`src/rtl/mips_pkg.sv`:
```
// Shared definitions for the MIPS32 hazard/forwarding unit.
// Holds the forward-select and stall-cause encodings, the tracker-entry
// payload, a helper that classifies a tracker entry as a register writer,
// and the opcode constants used when talking about instruction classes.
package mips_pkg;

   // Tracker tags are stored at this fixed width; register numbers are
   // zero-extended into it, so any REG_ADDR_W up to this value is supported.
   localparam int unsigned TRK_DST_W = 8;

   // Per-operand forward selects
   localparam logic [1:0] FWD_RF        = 2'b00;
   localparam logic [1:0] FWD_WB_ALU    = 2'b01;
   localparam logic [1:0] FWD_EXMEM_ALU = 2'b10;
   localparam logic [1:0] FWD_WB_LOAD   = 2'b11;

   // Stall causes
   localparam logic [1:0] CAUSE_NONE     = 2'b00;
   localparam logic [1:0] CAUSE_LOAD_USE = 2'b01;
   localparam logic [1:0] CAUSE_HILO     = 2'b10;

   // Opcodes of the instruction classes this unit reasons about
   localparam logic [5:0] OP_LW   = 6'b100011;
   localparam logic [5:0] OP_ADDI = 6'b001000;

   // One shadow-pipeline slot
   typedef struct packed {
      logic                 valid;
      logic                 wen;
      logic                 is_load;
      logic [TRK_DST_W-1:0] dst;
   } trk_entry_t;

   // A slot can only produce a forward if it really writes a non-zero register
   function automatic logic trk_is_writer(input trk_entry_t e);
      return e.valid && e.wen && (e.dst != '0);
   endfunction

endpackage

```
`src/rtl/mips_hilo_busy_ctr.sv`:
```
// HI/LO occupancy counter.
// Loads MD_LATENCY when a MULT/DIV enters EX, then counts down to zero and
// saturates there. md_busy is registered alongside the count so it equals
// (count != 0) without a combinational path from the counter.
// Ports:
//   clk, rst_n  clock and asynchronous active-low reset
//   start       a MULT/DIV is transferring from ID into EX this cycle
//   md_busy     HI/LO unit occupied
module mips_hilo_busy_ctr
   import mips_pkg::*;
#(
   parameter int unsigned MD_LATENCY = 4,
   parameter int unsigned MD_CNT_W   = 3
) (
   input  logic clk,
   input  logic rst_n,
   input  logic start,
   output logic md_busy
);

   logic [MD_CNT_W-1:0] cnt;
   logic [MD_CNT_W-1:0] cnt_d;

   // Next count: reload on a new MULT/DIV, else decrement toward zero
   always_comb begin
      cnt_d = cnt;
      if (start) begin
         cnt_d = MD_CNT_W'(MD_LATENCY);
      end else if (cnt != '0) begin
         cnt_d = cnt - MD_CNT_W'(1);
      end
   end

   // Count and busy flag registers
   always_ff @(posedge clk or negedge rst_n) begin
      if (!rst_n) begin
         cnt     <= '0;
         md_busy <= 1'b0;
      end else begin
         cnt     <= cnt_d;
         md_busy <= (cnt_d != '0);
      end
   end

endmodule

```
`src/rtl/mips_hazard_fwd_unit.sv`:
```
// EX-stage forwarding and hazard unit for the 5-stage MIPS32 pipeline.
// Keeps a shadow pipeline of destination tags (EX/MEM/WB) so the datapath
// only presents the instruction in ID. Produces registered forward selects
// aligned with the EX stage, a combinational load-use / HI/LO stall, and the
// HI/LO busy flag.
// Ports:
//   clk, rst_n    clock and asynchronous active-low reset
//   id_valid      ID holds a real instruction
//   id_src        packed source register numbers, operand i at [i*REG_ADDR_W +: REG_ADDR_W]
//   id_src_used   operand i is actually read
//   id_dst        destination register after rd/rt mux
//   id_wen        instruction writes the register file
//   id_is_load    LW-class instruction
//   id_is_md      MULT/MULTU/DIV/DIVU
//   id_hilo_rd    MFHI/MFLO
//   ex_flush      kill the instruction leaving ID
//   stall         hold PC and IF/ID, bubble ID/EX
//   stall_cause   00 none, 01 load-use, 10 HI/LO busy
//   fwd_sel       2 bits per operand for the EX instruction
//   md_busy       HI/LO unit occupied
module mips_hazard_fwd_unit
   import mips_pkg::*;
#(
   parameter int unsigned REG_ADDR_W = 5,
   parameter int unsigned NUM_SRC    = 2,
   parameter int unsigned MD_LATENCY = 4,
   parameter int unsigned MD_CNT_W   = 3
) (
   input  logic                          clk,
   input  logic                          rst_n,
   input  logic                          id_valid,
   input  logic [NUM_SRC*REG_ADDR_W-1:0] id_src,
   input  logic [NUM_SRC-1:0]            id_src_used,
   input  logic [REG_ADDR_W-1:0]         id_dst,
   input  logic                          id_wen,
   input  logic                          id_is_load,
   input  logic                          id_is_md,
   input  logic                          id_hilo_rd,
   input  logic                          ex_flush,
   output logic                          stall,
   output logic [1:0]                    stall_cause,
   output logic [2*NUM_SRC-1:0]          fwd_sel,
   output logic                          md_busy
);

   trk_entry_t           t_ex;
   trk_entry_t           t_mem;
   trk_entry_t           t_wb;
   trk_entry_t           id_entry;
   logic [TRK_DST_W-1:0] src_tag [NUM_SRC];
   logic                 lu_hit;
   logic                 load_use;
   logic                 hilo_wait;
   logic                 xfer;
   logic [2*NUM_SRC-1:0] fwd_d;

   // Source register numbers widened to tag width
   always_comb begin
      for (int i = 0; i < int'(NUM_SRC); i++) begin
         src_tag[i] = TRK_DST_W'(id_src[i*REG_ADDR_W +: REG_ADDR_W]);
      end
   end

   // Stall detection; a flush kills the ID instruction so it never stalls
   always_comb begin
      lu_hit = 1'b0;
      for (int i = 0; i < int'(NUM_SRC); i++) begin
         if (id_src_used[i] && trk_is_writer(t_ex) && t_ex.is_load &&
             (t_ex.dst == src_tag[i])) begin
            lu_hit = 1'b1;
         end
      end
      load_use  = id_valid && !ex_flush && lu_hit;
      hilo_wait = id_valid && !ex_flush && (id_is_md || id_hilo_rd) && md_busy;

      stall_cause = CAUSE_NONE;
      if (load_use) begin
         stall_cause = CAUSE_LOAD_USE;
      end else if (hilo_wait) begin
         stall_cause = CAUSE_HILO;
      end
      stall = (stall_cause != CAUSE_NONE);
      xfer  = id_valid && !stall && !ex_flush;
   end

   // Forward selects for the instruction about to enter EX; youngest producer wins
   always_comb begin
      fwd_d = '0;
      for (int i = 0; i < int'(NUM_SRC); i++) begin
         if (xfer && id_src_used[i]) begin
            if (trk_is_writer(t_ex) && (t_ex.dst == src_tag[i])) begin
               fwd_d[2*i +: 2] = FWD_EXMEM_ALU;
            end else if (trk_is_writer(t_mem) && (t_mem.dst == src_tag[i])) begin
               fwd_d[2*i +: 2] = t_mem.is_load ? FWD_WB_LOAD : FWD_WB_ALU;
            end
         end
      end
   end

   // Tag entering EX; anything that does not transfer becomes a bubble
   always_comb begin
      id_entry = '0;
      if (xfer) begin
         id_entry.valid   = 1'b1;
         id_entry.wen     = id_wen;
         id_entry.is_load = id_is_load;
         id_entry.dst     = TRK_DST_W'(id_dst);
      end
   end

   // Shadow pipeline and registered forward selects
   always_ff @(posedge clk or negedge rst_n) begin
      if (!rst_n) begin
         t_ex    <= '0;
         t_mem   <= '0;
         t_wb    <= '0;
         fwd_sel <= '0;
      end else begin
         t_wb    <= t_mem;
         t_mem   <= t_ex;
         t_ex    <= id_entry;
         fwd_sel <= fwd_d;
      end
   end

   // The WB slot is kept so the tracker mirrors the full back end; the
   // register file's own write-before-read covers WB, so nothing reads it yet.
   logic unused_wb;
   assign unused_wb = ^t_wb;

   // HI/LO occupancy
   mips_hilo_busy_ctr #(
      .MD_LATENCY (MD_LATENCY),
      .MD_CNT_W   (MD_CNT_W)
   ) u_hilo_busy (
      .clk     (clk),
      .rst_n   (rst_n),
      .start   (xfer && id_is_md),
      .md_busy (md_busy)
   );

endmodule
```
`config.mk`:
```
export PLATFORM = sky130hd
export DESIGN_NAME = mips_hazard_fwd_unit
export DESIGN_NICKNAME = d
export VERILOG_FILES = /design/src/rtl/mips_pkg.sv /design/src/rtl/mips_hilo_busy_ctr.sv /design/src/rtl/mips_hazard_fwd_unit.sv
export SDC_FILE = /design/constraint.sdc
export NUM_CORES = 1
export LEC_CHECK = 0
export ABC_CLOCK_PERIOD_IN_PS = 3000
export CELL_PAD_IN_SITES_DETAIL_PLACEMENT = 1
export CELL_PAD_IN_SITES_GLOBAL_PLACEMENT = 1
export CORE_ASPECT_RATIO = 0.7
export CORE_UTILIZATION = 36
export DETAILED_ROUTE_END_ITERATION = 7
export PLACE_DENSITY_LB_ADDON = 0.1
export SLEW_MARGIN = 40
export SYNTH_ARGS = -nofsm -noshare
export SYNTH_HDL_FRONTEND = slang
export SYNTH_SLANG_ARGS = --single-unit
```
`constraint.sdc`:
```
create_clock -name clk -period 3 [get_ports clk]
set_clock_uncertainty 0.2 [all_clocks]
set_input_delay 0.6 -clock clk [delete_from_list [all_inputs] [get_ports clk]]
set_output_delay 0.6 -clock clk [all_outputs]
set_load 0.05 [all_outputs]
```
**Word-level counts from Yosys, hierarchy flattened**

Index checks and enable logic that the tools add are counted.

- Bits in registers: 30
- Input port bits: 25
- Output and inout port bits: 8
- Word-level logic and storage cells: 61

- $add $sub $neg: 1
- Equality and inequality tests: 4
- Multiplexer cells: 14
- Reduce and logical (&&, ||, !) cells: 31

Operator list:

| kind | count |
|---|---|
| $eq 8x5->1 | 4 |
| $logic_and 1x1->1 | 23 |
| $mux 2 | 9 |
| $reduce_bool 8->1 | 2 |
| $mux 11 | 1 |
| $mux 3 | 2 |
| $reduce_bool 3->1 | 2 |
| $sub 3x1->3 const B | 1 |
| $logic_not 1->1 | 2 |
| $mux 1 | 2 |
| $reduce_bool 2->1 | 1 |
| $logic_or 1x1->1 | 1 |

**Longest topological paths before layout**

- Word-level depth: 16
- Mapped depth: 6
- Mapped depth without buffers: 6

**By module**

Synthesis repeated with hierarchy kept, for this count alone.

- Cell total of the unflattened synthesis: 116
- Area, all modules: 1,199.9 um^2

Modules (own cells, without submodules):

| module | instances | cells an instance | area an instance (um^2) | seq. area each (um^2) |
|---|---|---|---|---|
| mips_hazard_fwd_unit | 1 | 97 | 988.4 | 500.5 |
| mips_hilo_busy_ctr | 1 | 19 | 211.5 | 100.1 |

**Worst setup path after synthesis**

No wires, ideal clock.

- Path type: flip-flop to output port
- Start point: reg t_ex[1] (netlist bit)
- End point: out stall_cause[1]
- Arrival: 2.219 ns
- Required time: 2.200 ns
- Setup slack: -0.019 ns
- Stages on the path, launching flop included: 7
- Buffers on the path: 1
- Path through: dfrtp_1 or4_4 o211ai_2 nor4_1 or2_1 buf_6 nor2_1

- Cells in the longest elaborated chain, start to end: 9
- Elaborated cells on any way between the ends: 14
- Classes of those cells: eq/ne (2); mux (3); reduce/logical (9)

Ends and longest elaborated chain:

| item | line | text |
|---|---|---|
| start, declared | mips_hazard_fwd_unit.sv:46 | `trk_entry_t t_ex;` |
| start signal, assigned | mips_hazard_fwd_unit.sv:121 | `t_ex <= id_entry;` |
| $reduce_bool 8->1 | mips_pkg.sv:36 | `return e.valid && e.wen && (e.dst != '0);` |
| $logic_and 1x1->1 | mips_pkg.sv:36 |  |
| $logic_and 1x1->1 (3 in a row) | mips_hazard_fwd_unit.sv:68 | `if (id_src_used[i] && trk_is_writer(t_ex) && t_ex.is_load &&` |
| $mux 1 | mips_hazard_fwd_unit.sv:68 |  |
| $mux 1 * | mips_hazard_fwd_unit.sv:68 |  |
| $logic_and 1x1->1 * | mips_hazard_fwd_unit.sv:73 | `load_use = id_valid && !ex_flush && lu_hit;` |
| via load_use | mips_hazard_fwd_unit.sv:52 | `logic load_use;` |
| $mux 2 * | mips_hazard_fwd_unit.sv:77 | `if (load_use) begin` |
| end, declared | mips_hazard_fwd_unit.sv:41 | `output logic [1:0] stall_cause,` |

The timed path passes the listed nets; every way through them passes the cells marked *.

**Final worst setup path**

- Start point: reg t_ex[1] (netlist bit)
- End point: out stall

- Cells in the longest elaborated chain, start to end: 10
- Elaborated cells on any way between the ends: 15
- Classes of those cells: eq/ne (2); mux (3); reduce/logical (10)

Ends and longest elaborated chain:

| item | line | text |
|---|---|---|
| $reduce_bool 8->1 | mips_pkg.sv:36 |  |
| $logic_and 1x1->1 | mips_pkg.sv:36 |  |
| $logic_and 1x1->1 (3 in a row) | mips_hazard_fwd_unit.sv:68 |  |
| $mux 1 | mips_hazard_fwd_unit.sv:68 |  |
| $mux 1 * | mips_hazard_fwd_unit.sv:68 |  |
| $logic_and 1x1->1 * | mips_hazard_fwd_unit.sv:73 |  |
| $mux 2 * | mips_hazard_fwd_unit.sv:77 |  |
| $reduce_bool 2->1 * | mips_hazard_fwd_unit.sv:82 | `stall = (stall_cause != CAUSE_NONE);` |
| end, declared | mips_hazard_fwd_unit.sv:40 | `output logic stall,` |

Every way passes the cells marked *; elsewhere a longest branch is shown, timed or not.

==> run_results.csv <==
group,metric,value,unit
critical_path,path_cells,"or4_4 > o211ai_4 > buf_4 > nor4_4 > or2_4 > nand2b_4 > buf_12",
cells_and_area,mostFrequentLayoutCell,"clkdlybuf4s50_1",
timing,tightest_slew,0.5885,ns
die,start_util,38.04,%
detailed_routing,post_drt_wl_per_cell,17.28,um
critical_path,cp-end-kind,"output pin",
global_route,grt_max_degree,25,
hold_path,min_path_cells,0,
detailed_routing,drc,1,
synthesis,synth-seq-area-share,49.48,%
detailed_routing,drt_first_iter_violations,58,
critical_path,path_depth,7,
timing,max_freq,0.3324,GHz
die,ios,33,
timing,hold_viol,0,
run_status,status,"finished with violations",
synthesis,yosysWarnings,0,
detailed_routing,routed_wirelength,3370,um
die,die_w,71.40,um
cells_and_area,nets,186,
clock_tree,clk_pin_slew,0.09,ns
global_route,use_met1,25.88,%
die,dieHeight,50.58,um
timing,maxSlewViolCount,0,
critical_path,cp.arrival,2.21,ns
power_and_ir_drop,powerDensity,513.0,mW/mm^2
critical_path,rr_endpoint,"fwd_sel[2]",
timing,hold_ws,0.2031,ns
cells_and_area,diodes,0,
power_and_ir_drop,p_leak,0.8820,nW
clock_tree,clock_path_buffers,2,
timing,worst_slack,-0.008862,ns
global_route,grt.met2_usage,36.51,%
critical_path,reg2reg_slack,0.35,ns
synthesis,synth-seq-cells,24,
global_route,grt_pass1_vias,1064,
die,std_cell_rows,17,
synthesis,syn_nets,135,
detailed_routing,vias,979,
critical_path,crit_type,"reg2out",
critical_path,r2r_start,"t_ex[1]",
critical_path,reg2reg_depth,8,
cells_and_area,fin_util,57.57,%
hold_path,hold_path_class,"reg2reg",
synthesis,syn_area_per_cell,11.34,um^2
global_route,grt_pass1_wl,5492,um
power_and_ir_drop,ir_worst_vdd,0.0003077,V
place,io_buffer_count,32,
place,post-place-ws,-0.2593,ns
clock_tree,numCtsBuffers,3,
critical_path,cp_top_family,"simple AND/OR/NAND/NOR gates",
global_route,antenna_found_initial,0,
global_route,grt_overflow,0,
detailed_routing,antenna_left,0,
timing,grt_setup_unrepaired,"true",
run,maxCapViolations,0,
critical_path,cp_slowest_cell,"or4_4",
timing,fin_crit_sh,100.3,%
cells_and_area,drive_above_1_share,24.20,%
die,dieArea,0.003611,mm^2
critical_path,crit_path_start_kind,"register",
global_route,use_met3,4.819,%
synthesis,netlist_area,0.001214,mm^2
clock_tree,cts-root-buf,"clkbuf_8",
timing,finalSetupViolCount,1,
detailed_routing,dr.pass1.iters,6,
critical_path,critical_path_buf_inv_count,2,
synthesis,synth_cells,107,
clock_tree,h-tree-depth,1,
power_and_ir_drop,power.total,0.9422,mW
timing,slew_headroom,60.56,%
cells_and_area,layout_common_cells,"clkdlybuf4s50_1, dfrtp_1, buf_4, xor2_1, and2_1",
global_route,grt_use_total,21.07,%
timing,fin_crit,3.009,ns
die,core-area,0.003191,mm^2
hold_path,worst_hold_startpoint,"t_ex[10]",
critical_path,cp_slowest_stage_delay,0.54,ns
place,gp_congestion,0.8326,
clock_tree,insertion_delay,0.26,ns
timing,tns,-0.008862,ns
clock_tree,clkSinkCount,24,
clock_tree,cts_tree,"built",
critical_path,worst-path-max-fanout,4,
hold_path,hold_end,"t_mem[10]",
critical_path,cp.required,2.20,ns
detailed_routing,viasPerCell,5.021,
global_route,grt.busiest_layer,"met2",
cells_and_area,fillCellCount,328,
synthesis,synth.distinct_cells,32,
place,hpwl,2508,um
cells_and_area,areaGrowthSynthToFinish,51.34,%
clock_tree,cts_hold_buffers,0,
run_status,violations,"DRC, setup timing",
power by group:
part           leakage, nW  internal [mW]  total (mW)  switching, mW
registers            0.315          0.360       0.390         0.0299
clock network       0.0357          0.178       0.285          0.106
logic                0.531          0.127       0.267          0.141
worst max-delay path by stage:
stage,start,end
final,t_ex[1],stall
after global routing,t_ex[1],stall
after CTS,t_ex[1],stall
after detailed placement,id_src[4],stall
after global placement,id_src[4],stall
after floorplan,id_src[4],stall
routing by layer:
metal / vias to the layer above / part of all wire (%)
met1: 480 / 46
met4: 0 / 1.8
met3: 8 / 2.7
li1: 465 / -
met5: - / 0
met2: 26 / 49
stage by stage:
| stage | instances | area [um^2] |
|---|---|---|
| after floorplan | 107 | 1216 |
| after global placement | 186 | 1665 |
| after detailed placement | 186 | 1665 |
| after CTS | 194 | 1819 |
| after global routing | 195 | 1837 |
| final | 195 | 1837 |
cells in the mapped netlist:
master	number	area [um^2]
a2111oi_2	2	30.03
and2_1	7	43.79
and3_1	2	12.51
and4_1	2	17.52
and4b_1	1	10.01
buf_4	1	7.510
buf_6	1	11.26
dfrtp_1	24	600.6
ha_1	3	37.54
inv_1	6	22.52
mux2i_1	1	10.01
nand2_1	4	15.01
nand2b_1	1	6.260
nand3_1	1	5.000
nand3b_1	1	7.510
nand4_1	3	18.77
nor2_1	5	18.77
nor2b_1	3	18.77
nor3_1	5	25.02
nor3_2	1	10.01
nor4_1	1	6.260
nor4_2	1	12.51
o211a_1	1	10.01
o211ai_1	1	7.510
o211ai_2	1	12.51
o311a_1	1	10.01
or2_1	1	6.260
or2_2	1	6.260
or3_1	3	18.77
or4_4	1	11.26
xnor2_1	7	61.31
xor2_1	14	122.6
sequential cells by signal, indices dropped and copies added (netlist names):
signal               count
fwd_sel                  4
u_hilo_busy.md_busy      1
t_mem                    8
t_ex                     8
u_hilo_busy.cnt          3
final cells by class:
type | instances | area (um^2) | share of cell area, %
multi-input combinational | 75 | 629.4 | 34.26
timing repair buffer | 48 | 462.9 | 25.20
clock inverter | 1 | 30.03 | 1.635
inverter | 6 | 22.52 | 1.226
clock buffer | 3 | 41.29 | 2.248
tap | 38 | 47.55 | 2.589
sequential | 24 | 603.1 | 32.83
logic make-up after synthesis:
| kind of cell | share of synthesized area [%] |
|---|---|
| fa+ha+maj | 3.093 |
| flops | 49.48 |
| mux | 0.8248 |
| buf+inv | 3.402 |
| simple gates | 22.27 |
| xor+xnor | 15.15 |
| compound gates | 5.773 |
what timing repair did:
action                                  in CTS  in global routing
endpoints found under the setup margin       3                  3
resized for setup                           15                  2
pin swaps                                    4                  3
buffers inserted                             4                  1
Power figures use the tool's default switching activity.
==> RTL change, RTL diff (config.mk and constraints unchanged) <==
Make the reset (`rst_n`) synchronous in 2 clocked blocks. Comments in the files are not updated.
--- a/src/rtl/mips_hilo_busy_ctr.sv
+++ b/src/rtl/mips_hilo_busy_ctr.sv
@@ -33,5 +33,5 @@
 
    // Count and busy flag registers
-   always_ff @(posedge clk or negedge rst_n) begin
+   always_ff @(posedge clk) begin
       if (!rst_n) begin
          cnt     <= '0;
--- a/src/rtl/mips_hazard_fwd_unit.sv
+++ b/src/rtl/mips_hazard_fwd_unit.sv
@@ -110,5 +110,5 @@
 
    // Shadow pipeline and registered forward selects
-   always_ff @(posedge clk or negedge rst_n) begin
+   always_ff @(posedge clk) begin
       if (!rst_n) begin
          t_ex    <= '0;
Formal check against the unedited RTL: differs if rst_n is asserted again (counterexample within 4 cycles, from zero or initial values and one cycle with rst_n low); with rst_n held inactive, the same outputs for 10 cycles.
==> RTL change against the unedited design <==
  * Routed wire length decreased by 4.0%
  * Worst setup slack improved by 95 ps
  * Worst hold slack improved by 83 ps
  * Total power fell by 1.7%
  * Cell area fell by 4.1%
  * Critical path depth down 1
  * Synthesized cell count grew 12%
  * Area after synthesis decreased by 3.5%
  * Sequential cell count unchanged
  * Count of clock-buffer cells in the layout unchanged
  * Critical path type is now input pin to primary output
  * Largest power group unchanged
==> RTL change: results (changes against the unedited design) <==
global_routing:
  first_global_vias: 1192  # +12%
  grt_pass1_wl_um: 5610  # +2.1%
  grt_max_degree: 15  # -40%
  grt_usage_pct: 21.3  # +0.22 points
worst_setup_path:
  cp_top_family: "buffers and inverters"
  max_stage_delay_ps: 500  # -40 ps
  critPathArrivalTime_ps: 2110  # -100 ps
  cp_slowest_cell: "clkdlybuf4s50_1"
logic_synthesis:
  ys_seq_area_share_pct: 41.0  # -8.5 points
  syn_inst: 120  # +12%
  netlist_top_cells_count: "24 x dfxtp_1, 16 x xor2_1, 10 x and2_1"
  synth_ff_type: "dfxtp_1"
  synth_area_leaders: "dfxtp_1 41%, xor2_1 12%, and2_1 5.3%"
  async_reset_ff_share_pct: 0  # -100 points
  syn-num-nets: 148  # +9.6%
cells_and_area:
  stdcell_count: 201  # +3.1%
  drive_gt1_share_pct: 21.2  # -3.0 points
  fin_nets: 194  # +4.3%
  n_fill_cell: 329  # +0.30%
placement:
  dp.cells: 197  # +5.9%
  place_hpwl_um: 2540  # +1.3%
  globalplace.congestion: 0.875  # +5.1%
clocking:
  clk_latency_ps: 270
  cts_buffers: 3  # unchanged
  post_cts_buffers: 0  # -4
  htreeDepth: 1  # unchanged
run_status:
  outcome: "finished clean"
power_and_ir_drop:
  p_leak_uw: 0.000785  # -11%
  ir_drop_uv: 273  # -11%
drt:
  dr.pass1.iters: 4  # -2
  vias: 1029  # +5.1%
  wl_per_cell_um: 16.1  # -6.8%
sta:
  worst_pin_slew_ps: 658  # +69.7 ps
hold_path:
  hold_path_class: "register to register"
==> RTL change: report_power, final <==
| part | total, uW | switching (uW) | internal (uW) |
|---|---|---|---|
| Sequential | 367 | 21.6 | 345 |
| Combinational | 277 | 145 | 131 |
| Clock | 283 | 104 | 178 |
| Total | 926 | 271 | 655 |
==> RTL change: path summary, 6_finish.rpt <==
| kind | from | endpoint | slack, ps | cells past startpoint |
|---|---|---|---|---|
| worst max register to register | t_ex[1] | fwd_sel[3] | 780 | 6 |
| worst max-delay path | id_src_used[0] | stall | 90 | 6 |
| worst min-delay path | t_ex[9] | t_mem[9] | 290 | 1 |
| worst min register to register | t_ex[9] | t_mem[9] | 290 | 1 |
==> RTL change: area by class of cell <==
| type | count | area, um^2 | share of cell area (%) |
|---|---|---|---|
| inverter | 4 | 15.0 | 0.852 |
| clock buffer | 3 | 41.3 | 2.34 |
| sequential | 24 | 480 | 27.3 |
| timing repair buffer | 45 | 447 | 25.4 |
| clock inverter | 1 | 30.0 | 1.70 |
| multi-input combinational | 88 | 703 | 39.9 |
| tap | 36 | 45.0 | 2.56 |
==> RTL change: per-stage QoR <==
| step | hold WS, ps | util (%) | area, um^2 | worst slack [ps] | power (uW) |
|---|---|---|---|---|---|
| after CTS | 293 | 59.0 | 1740 | 0.902 | 929 |
| after global routing | 318 | 59.9 | 1760 | 8.52 | 980 |
| after detailed placement | 275 | 55.8 | 1640 | -186 | 645 |
| after global placement | 273 | 55.8 | 1640 | -88.6 | 630 |
| after floorplan | 250 | - | 1180 | 158 | 536 |
| final | 286 | 59.9 | 1760 | 86.0 | 926 |
==> RTL change: routing by layer <==
layer  wire length [um]  share of wire (%)  vias up  track usage [%]
met5                  0                  0        -                0
met4                 40                1.2        0             6.67
met3                145                4.5        4             4.29
met2               1560                 48       32             38.3
met1               1490                 46      495             25.6
li1                   -                  -      498                -
==> RTL change: cell families (layout without fill, tap and decap cells) <==
family                     after synthesis  after routing  synth area share [%]
buffers and inverters                    8             53                  3.53
xor gates and xnor gates                21             21                  15.7
adders and majority gates                3              3                  3.21
DFF                                     24             24                  41.0
AOI/OAI and AO/OA                       13             13                  9.94
and+or+nand+nor                         51             51                  26.6
==> RTL change: worst reg2reg max path, stage by stage (launching register included) <==
cell	delay, ps
dfxtp_1	490
xor2_1	250
nor3b_1	100
a32o_2	250
buf_4	150
a31oi_2	420
and4_1	300
==> RTL change: repair_timing <==
item                                    4_1_cts  5_1_grt
resized for setup                            15        6
pin swaps                                     0        1
endpoints found under the setup margin        3        2
